`config.mk`:
```
export PLATFORM = sky130hd
export DESIGN_NAME = radix_4_otfc_decoder_flat
export DESIGN_NICKNAME = d
export VERILOG_FILES = /design/src/rtl/radix_4_otfc_decoder_if.sv /design/src/rtl/radix_4_otfc_decoder.sv /design/src/flat_wrapper.sv
export SDC_FILE = /design/constraint.sdc
export NUM_CORES = 1
export LEC_CHECK = 0
export BUFFER_PORTS_ARGS = -buffer_cell sky130_fd_sc_hd__buf_4
export CORE_UTILIZATION = 60
export CTS_CLUSTER_DIAMETER = 50
export DETAILED_ROUTE_END_ITERATION = 10
export PLACE_DENSITY = 0.91
export SYNTH_ARGS = -nofsm -noshare
export SYNTH_HDL_FRONTEND = slang
export SYNTH_SLANG_ARGS = --single-unit
```
`constraint.sdc`:
```
create_clock -name clk -period 10.15 [get_ports clk]
set_input_delay 0.5075 -clock clk [delete_from_list [all_inputs] [get_ports clk]]
set_output_delay 0.5075 -clock clk [all_outputs]
set_load 0.02 [all_outputs]
```
`src/rtl/radix_4_otfc_decoder_if.sv`:
```
// Handshake bundle between the divider iteration datapath, the OTFC decoder and the result stage.
interface radix_4_otfc_decoder_if #(
  parameter int WIDTH = 64,
  parameter int CNT_W = $clog2(WIDTH/2) + 1
);
  logic             start_valid_i;
  logic             start_ready_o;
  logic [CNT_W-1:0] iter_num_i;
  logic             quot_dig_valid_i;
  logic             quot_dig_ready_o;
  logic [4:0]       quot_dig_i;
  logic             rem_sign_valid_i;
  logic             rem_sign_i;
  logic             finish_valid_o;
  logic             finish_ready_i;
  logic [WIDTH-1:0] quot_o;
  logic             dig_err_o;

  modport master (
    output start_valid_i, iter_num_i, quot_dig_valid_i, quot_dig_i,
           rem_sign_valid_i, rem_sign_i, finish_ready_i,
    input  start_ready_o, quot_dig_ready_o, finish_valid_o, quot_o, dig_err_o
  );

  modport slave (
    input  start_valid_i, iter_num_i, quot_dig_valid_i, quot_dig_i,
           rem_sign_valid_i, rem_sign_i, finish_ready_i,
    output start_ready_o, quot_dig_ready_o, finish_valid_o, quot_o, dig_err_o
  );
endinterface

```
`src/rtl/radix_4_otfc_decoder.sv`:
```
// Radix-4 on-the-fly quotient conversion (Q / QM) with final negative-remainder correction.
// Latency: one cycle per accepted digit, one cycle in FIX once the remainder sign arrives.
// Backpressure: stalls indefinitely on missing digits/sign; holds result until finish_ready_i.
module radix_4_otfc_decoder #(
  parameter int WIDTH = 64,
  parameter int CNT_W = $clog2(WIDTH/2) + 1
) (
  input  logic                 clk,
  input  logic                 rst,
  radix_4_otfc_decoder_if.slave bus
);

  localparam logic [CNT_W-1:0] MAX_DIG = CNT_W'(WIDTH/2);

  typedef enum logic [1:0] {IDLE, ITER, FIX, DONE} state_t;

  state_t           state, state_nxt;
  logic [CNT_W-1:0] cnt;
  logic [WIDTH-1:0] q, qm, q_nxt, qm_nxt, quot;
  logic             dig_err;
  logic             start_rdy, dig_rdy, fin_vld;
  logic             start_hs, dig_hs, fix_hs, fin_hs;
  logic [WIDTH-3:0] q_lo, qm_lo;

  assign start_hs = start_rdy & bus.start_valid_i;
  assign dig_hs   = dig_rdy & bus.quot_dig_valid_i;
  assign fix_hs   = (state == FIX) & bus.rem_sign_valid_i;
  assign fin_hs   = fin_vld & bus.finish_ready_i;

  always_ff @(posedge clk or posedge rst) begin
    if (rst) state <= IDLE;
    else     state <= state_nxt;
  end

  always_comb begin
    state_nxt = state;
    case (state)
      IDLE:    if (start_hs) state_nxt = ITER;
      ITER:    if (dig_hs && cnt == CNT_W'(1)) state_nxt = FIX;
      FIX:     if (fix_hs) state_nxt = DONE;
      DONE:    if (fin_hs) state_nxt = IDLE;
      default: state_nxt = IDLE;
    endcase
  end

  always_comb begin
    start_rdy = 1'b0;
    dig_rdy   = 1'b0;
    fin_vld   = 1'b0;
    case (state)
      IDLE:    start_rdy = 1'b1;
      ITER:    dig_rdy   = 1'b1;
      DONE:    fin_vld   = 1'b1;
      default: ;
    endcase
  end

  assign q_lo  = q[WIDTH-3:0];
  assign qm_lo = qm[WIDTH-3:0];

  // Malformed (non-one-hot) digits fall into the default arm and act as a zero digit.
  always_comb begin
    q_nxt  = {q_lo, 2'b00};
    qm_nxt = {qm_lo, 2'b11};
    case (bus.quot_dig_i)
      5'b10000: begin q_nxt = {q_lo, 2'b10};  qm_nxt = {q_lo, 2'b01};  end
      5'b01000: begin q_nxt = {q_lo, 2'b01};  qm_nxt = {q_lo, 2'b00};  end
      5'b00010: begin q_nxt = {qm_lo, 2'b11}; qm_nxt = {qm_lo, 2'b10}; end
      5'b00001: begin q_nxt = {qm_lo, 2'b10}; qm_nxt = {qm_lo, 2'b01}; end
      default:  ;
    endcase
  end

  always_ff @(posedge clk or posedge rst) begin
    if (rst) begin
      q       <= '0;
      qm      <= '1;
      cnt     <= '0;
      quot    <= '0;
      dig_err <= 1'b0;
    end else begin
      if (start_hs) begin
        q       <= '0;
        qm      <= '1;
        dig_err <= 1'b0;
        cnt     <= (bus.iter_num_i == '0 || bus.iter_num_i > MAX_DIG) ? MAX_DIG : bus.iter_num_i;
      end else if (dig_hs) begin
        q   <= q_nxt;
        qm  <= qm_nxt;
        cnt <= cnt - CNT_W'(1);
        if (!$onehot(bus.quot_dig_i)) dig_err <= 1'b1;
      end
      if (fix_hs) quot <= bus.rem_sign_i ? qm : q;
    end
  end

  assign bus.start_ready_o    = start_rdy;
  assign bus.quot_dig_ready_o = dig_rdy;
  assign bus.finish_valid_o   = fin_vld;
  assign bus.quot_o           = quot;
  assign bus.dig_err_o        = dig_err;

endmodule

```
`src/flat_wrapper.sv`:
```
// flat-port wrapper written by rule: the top's interface ports become plain ports
module radix_4_otfc_decoder_flat 
#(
  parameter int WIDTH = 64,
  parameter int CNT_W = $clog2(WIDTH/2) + 1
)
  (clk, rst, bus_start_valid_i, bus_iter_num_i, bus_quot_dig_valid_i, bus_quot_dig_i, bus_rem_sign_valid_i, bus_rem_sign_i, bus_finish_ready_i, bus_start_ready_o, bus_quot_dig_ready_o, bus_finish_valid_o, bus_quot_o, bus_dig_err_o);
  radix_4_otfc_decoder_if #(.WIDTH(WIDTH), .CNT_W(CNT_W)) bus_i ();
  input  logic clk;
  input  logic rst;
  input wire logic [$bits(bus_i.start_valid_i)-1:0] bus_start_valid_i;
  input wire logic [$bits(bus_i.iter_num_i)-1:0] bus_iter_num_i;
  input wire logic [$bits(bus_i.quot_dig_valid_i)-1:0] bus_quot_dig_valid_i;
  input wire logic [$bits(bus_i.quot_dig_i)-1:0] bus_quot_dig_i;
  input wire logic [$bits(bus_i.rem_sign_valid_i)-1:0] bus_rem_sign_valid_i;
  input wire logic [$bits(bus_i.rem_sign_i)-1:0] bus_rem_sign_i;
  input wire logic [$bits(bus_i.finish_ready_i)-1:0] bus_finish_ready_i;
  output wire logic [$bits(bus_i.start_ready_o)-1:0] bus_start_ready_o;
  output wire logic [$bits(bus_i.quot_dig_ready_o)-1:0] bus_quot_dig_ready_o;
  output wire logic [$bits(bus_i.finish_valid_o)-1:0] bus_finish_valid_o;
  output wire logic [$bits(bus_i.quot_o)-1:0] bus_quot_o;
  output wire logic [$bits(bus_i.dig_err_o)-1:0] bus_dig_err_o;
  assign bus_i.start_valid_i = bus_start_valid_i;
  assign bus_i.iter_num_i = bus_iter_num_i;
  assign bus_i.quot_dig_valid_i = bus_quot_dig_valid_i;
  assign bus_i.quot_dig_i = bus_quot_dig_i;
  assign bus_i.rem_sign_valid_i = bus_rem_sign_valid_i;
  assign bus_i.rem_sign_i = bus_rem_sign_i;
  assign bus_i.finish_ready_i = bus_finish_ready_i;
  assign bus_start_ready_o = bus_i.start_ready_o;
  assign bus_quot_dig_ready_o = bus_i.quot_dig_ready_o;
  assign bus_finish_valid_o = bus_i.finish_valid_o;
  assign bus_quot_o = bus_i.quot_o;
  assign bus_dig_err_o = bus_i.dig_err_o;
  radix_4_otfc_decoder #(.WIDTH(WIDTH), .CNT_W(CNT_W)) u_core (.clk(clk), .rst(rst), .bus(bus_i));
endmodule
```
==> Word level (Yosys, flattened, before mapping) <==
Cells that the tools add are included.
W data, S select, Z words.
{ "word_totals": {"reg_bits": 201, "latchBits": 0, "ram_bits": 0, "rom_bits": 0, "in_bits": 18, "out_inout_bits": 68, "word_cells": 58, "memories": 0} }
{ "classes": {"n_addsub": 5, "n_mul": 0, "div_mod_pow": 0, "magnitude_cmp": 1, "n_eq_ne": 14, "shift": 0, "mux": 21, "bitwise": 4, "n_reduce_logical": 7} }
{ "ops": {"columns": ["op", "count"], "rows": [
  ["$pmux W64 S4", 2],
  ["$mux W64", 5],
  ["$mux W6", 3],
  ["$ne A2 B1 Y1 const B", 5],
  ["$mux W2", 4],
  ["$pmux W2 S4", 1],
  ["$eq A6 B1 Y1 const B", 1],
  ["$gt A6 B6 Y1 const B", 1],
  ["$logic_not A6 Y1", 1],
  ["$mux W1", 6],
  ["$sub A6 B1 Y6 const B", 1],
  ["$eq A5 B1 Y1 const B", 1],
  ["$eq A5 B2 Y1 const B", 1],
  ["$eq A5 B4 Y1 const B", 1],
  ["$eq A5 B5 Y1 const B", 1],
  ["$add A1 B1 Y2", 2],
  ["$and A1 B1 Y1", 4],
  ["$eq A2 B2 Y1 const B", 2],
  ["$reduce_and A4 Y1", 1],
  ["$add A3 B1 Y3", 1],
  ["$add A3 B3 Y3", 1],
  ["$eq A3 B1 Y1 const B", 1],
  ["$eq A2 B1 Y1 const B", 1],
  ["$logic_not A2 Y1", 1],
  ["4 further kinds", 4]
]} }

==> Longest topological paths before layout <==
{ "depth": {"word_depth": 7, "mapped_depth": 8, "depth_no_buf": 8} }

==> Least setup slack after synthesis <==
OpenSTA, ideal clock, no wires.
{ "synth_path": {"kind": "input port to flip-flop", "from": "input bus_quot_dig_i[2]", "to": "register u_core.dig_err (netlist: u_core.bus.dig_err_o)", "setup_time_ns": 0.072, "arrival_time_ns": 1.897, "required_ns": 10.078, "path_slack_ns": 8.181, "path_stages": 8, "n_path_buf": 0, "cell_sequence": "inv_1 -> ha_1 -> fa_1 -> inv_1 -> fa_1 -> nand3_1 -> a21oi_1 -> nor2_1"} }
{ "synth_via": {"elab_chain_len": 6} }
{ "synth_rtl": {"columns": ["item", "line", "rtl"], "rows": [
  ["from (decl)", "flat_wrapper.sv:14", "input wire logic [$bits(bus_i.quot_dig_i)-1:0] bus_quot_dig_i;"],
  ["$add A1 B1 Y2 (not written as such)", "radix_4_otfc_decoder.sv:91", "if (!$onehot(bus.quot_dig_i)) dig_err <= 1'b1;"],
  ["$add A3 B3 Y3 (not written as such)", "radix_4_otfc_decoder.sv:91", null],
  ["$add A3 B1 Y3 (not written as such)", "radix_4_otfc_decoder.sv:91", null],
  ["$eq A3 B1 Y1", "radix_4_otfc_decoder.sv:91", null],
  ["$ne A2 B1 Y1 (no line)", null, null],
  ["$reduce_and A2 Y1 (no line)", null, null],
  ["to (signal assigned)", "radix_4_otfc_decoder.sv:80", "dig_err <= 1'b0;"],
  ["to (signal assigned)", "radix_4_otfc_decoder.sv:85", "dig_err <= 1'b0;"],
  ["to (signal assigned)", "radix_4_otfc_decoder.sv:91", null],
  ["to (decl)", "radix_4_otfc_decoder.sv:20", "logic dig_err;"]
]} }
Every way passes these cells.
A chain may end at the register's enable or synchronous reset.

==> Final worst setup path <==
{ "layout_path": {"from": "register u_core.state[1]", "to": "register u_core.q[33]"} }
{ "layout_via": {"elab_chain_len": 4, "elab_cells_between_ends": 8, "classes_between": "1 x eq/ne; 3 x mux; 2 x bitwise; 2 x reduce/logical"} }
{ "layout_rtl": {"columns": ["item", "line", "rtl"], "rows": [
  ["from (decl)", "radix_4_otfc_decoder.sv:17", "state_t state, state_nxt;"],
  ["from (signal assigned)", "radix_4_otfc_decoder.sv:32", "else state <= state_nxt;"],
  ["$eq A2 B1 Y1 / $logic_not A2 Y1 (equally long branches)", "radix_4_otfc_decoder.sv:50", "case (state)"],
  ["$mux W1", "radix_4_otfc_decoder.sv:50", null],
  ["$and A1 B1 Y1 (on tied branches)", "radix_4_otfc_decoder.sv:26, radix_4_otfc_decoder.sv:25", null],
  ["$reduce_bool A2 Y1 (no line) / $mux W64 (equally long branches)", null, null],
  ["to (signal assigned)", "radix_4_otfc_decoder.sv:88", "q <= q_nxt;"],
  ["to (decl)", "radix_4_otfc_decoder.sv:19", "logic [WIDTH-1:0] q, qm, q_nxt, qm_nxt, quot;"]
]} }
Several ways; a longest one is shown, not always the timed one.

==> run_results.csv <==
group,metric,value,unit
layout,area_growth,13.1,%
pwr,p_per_area,313,nW/um2
critical_path,cp_data_arrival_time,3.49,ns
floorplan,initial_core_util,0.613,
floorplan,pin_count,86,
critical_path,start_kind,"flip-flop",
route,avgRoutedWirePerCell,18.5,um
route,avgViaCountPerCell,6.27,
placement,placed_area,10400,um2
sta,setup_ws,7.08,ns
hold_path,hold_class,"input port to asynchronous set/reset pin",
cts,clkLatencyLatePin,0.49,ns
critical_path,r2r-end,"u_core.q[33]",
pwr,pwr-share-seq,0.456,
pwr,power,3.45,mW
sta,fin_crit_sh,0.303,
floorplan,core,15900,um2
sta,fin_worst_skew,0.00715,ns
synth,synth_fp_nets,909,
placement,dpl.cell_count,1110,
pwr,p_leak,4.88,nW
layout,postLayoutCoreUtil,0.694,
synth,avgSynthCellArea,11.1,um2
critical_path,reg2reg_from,"u_core.state[1]",
sta,tns,0,ns
route,drcViolationCount,0,
pwr,power.share.combinational,0.338,
placement,place.gp.congestion,0.748,
critical_path,cp.required,10.57,ns
cts,cts_buffer_depth,3,
route,drtIter0Drc,668,
sta,hold_viol,0,
route,ant_nets,0,
global_route,gr-total-overflow,0,
sta,slew_headroom,0.194,
critical_path,worst-setup-path-type,"flip-flop to flip-flop",
synth,synth_cell_types,41,
sta,max_slew.worst_pin.slew,1.20,ns
placement,place_hpwl,11.4,mm
cts,post_cts_buffers,0,
layout,fin_cells,1145,
placement,pre_cts_slack,7.13,ns
synth,netlist_area,9740,um2
cts,cts.clk_slew.worst_paths,0.06,ns
pwr,swShare,0.384,
pwr,p_int,2.13,mW
outcome,outcome,"completed",
sta,timing.fmax,326,MHz
cts,cts.htree.levels,1,
synth,yosysSeqAreaShare,0.524,
synth,synth.top_cell.area_share,0.352,
pwr,switching_power,1.32,mW
cts,cts_tree,"done",
floorplan,dieWidth,129,um
pwr,clkPwrFrac,0.206,
global_route,grt_pass1_vias,6918,
synth,netlist_instances,876,
critical_path,r2r_cells,7,
sta,holdWs,0.207,ns
layout,fin_nets,950,
synth,synth_async_sr_flop_share,1.00,
route,wl,21.1,mm
synth,synth-main-ff-cell,"dfrtp_1",
cts,cts_made_buffers,21,
route,drt-pass1-iter-count,5,
synth,synth_edf_count,0,
floorplan,die_area,16800,um2
global_route,antenna_found_initial,0,
floorplan,die_y,129,um
synth,yosys_warnings,0,
layout,num_antenna_cells,0,
global_route,grt_start_max_net_pins,133,
critical_path,critPathMaxFanout,63,
sta,rsz0062_at_grt,"no",
route,vias,7178,
layout,fillers,1180,
sta,drv_slew,0,
layout,fin_area,11000,um2
global_route,gr-usage-all-layers,0.258,
synth,synth_common_cells,"nor2_1, dfrtp_1, a21oi_1, dfstp_2, mux2i_1",
sta,setup_viol,0,
synth,synth.area.top_cells,"dfrtp_1, dfstp_2, a221oi_2, nor2_1, mux2i_1",
critical_path,regToRegSetupSlack,7.08,ns
layout,drive_gt1_frac,0.273,
critical_path,crit_path_end_kind,"flip-flop",
synth,yosysMostFrequentCell,"nor2_1",
cts,clockRootBuffer,"clkbuf_16",
synth,ys_ff_latch,201,
cts,ctsHoldBuffers,0,
cts,cts.sinks,201,
floorplan,core.rowCount,46,
global_route,grt_pass1_wl,34.8,mm
pwr,vdd_drop_max,0.138,mV
synth,synth_top_cell_by_area,"dfrtp_1",
job,drv_cap,0,
cts,cts_resized,0,
sta,period_needed,3.07,ns
placement,port_buffers,85,
-- worst max-delay path, stage by stage (launching register included) --
cell and delay (ns):
dfrtp_1 0.40, inv_1 0.09, ha_1 0.21, and2_1 0.45, nand2_4 0.65, nor2_4 0.26
buf_4 0.59, a221o_1 0.28
-- flip-flops by register name, indices dropped and copies added (netlist names) --
register and flops:
u_core.state 2, u_core.q 64, u_core.qm 64, u_core.bus.quot_o 64, u_core.cnt 6, u_core.bus.dig_err_o 1
-- worst max path at each step --
stage               slack (ns)       startpoint                   end  cells past startpoint
floorplan                 4.27              rst  u_core.bus.dig_err_o                      1
global placement          7.17  u_core.state[1]          u_core.q[19]                      7
detailed placement        7.13  u_core.state[1]          u_core.q[35]                      7
CTS                       7.11  u_core.state[1]          u_core.q[33]                      7
global route              6.93  u_core.state[1]          u_core.q[33]                      7
finish                    7.08  u_core.state[1]          u_core.q[33]                      7
-- power by group through the flow --
stage | Combinational, mW | Sequential (mW) | Clock, mW
3_5_place_dp | 1.17 | 1.57 | 0
3_3_place_gp | 1.13 | 1.55 | 0
6_report | 1.17 | 1.57 | 0.711
2_1_floorplan | 0.646 | 1.65 | 0
4_1_cts | 1.18 | 1.57 | 0.722
5_1_grt | 1.28 | 1.62 | 0.752
-- cell type report --
cell class                      count  area [um2]  area share
Multi-Input combinational cell    587        4270       0.388
Sequential cell                   201        5110       0.464
Clock inverter                      2        13.8     0.00125
Tap cell                          216         270      0.0245
Timing Repair Buffer               91         683      0.0620
Inverter                           15        63.8     0.00579
Clock buffer                       33         611      0.0554
-- metal layers --
| metal | track usage | part of all wire |
|---|---|---|
| met5 | 0 | 0 |
| met4 | 0.0677 | 0.012 |
| met3 | 0.0388 | 0.059 |
| met2 | 0.412 | 0.49 |
| met1 | 0.372 | 0.44 |
-- layout by cell type (no fill, tap or decap), types with 2 or more instances in the layout --
cell type,netlist,routed
nor2_1,198,197
dfrtp_1,137,137
buf_4,1,91
a21oi_1,68,68
mux2i_1,64,64
dfstp_2,64,64
and3_1,62,62
a221o_1,62,62
a221oi_2,60,60
clkbuf_16,0,21
inv_1,15,14
ha_1,13,13
o21ai_0,9,9
clkbuf_1,51,8
nand2_1,8,7
nand3b_1,5,5
nand3_1,4,4
a221oi_1,4,4
clkbuf_8,0,4
nor2_4,0,3
xnor2_1,3,3
and2_4,0,2
and2_1,4,2
nor4_1,2,2
xor2_1,2,2
fa_1,2,2
-- logic make-up (layout without fill, tap and decap cells) --
logic type                 after synthesis  after routing  share of synthesized area
AOI/OAI and AO/OA                      210            210                      0.206
xor gates and xnor gates                 5              5                    0.00449
adders and majority gates               15             15                     0.0208
buffers and inverters                   88            141                     0.0413
DFF                                    201            201                      0.524
muxes                                   66             66                     0.0684
and+or+nand+nor                        291            291                      0.135
No activity file was read; power rests on OpenSTA's default activity.
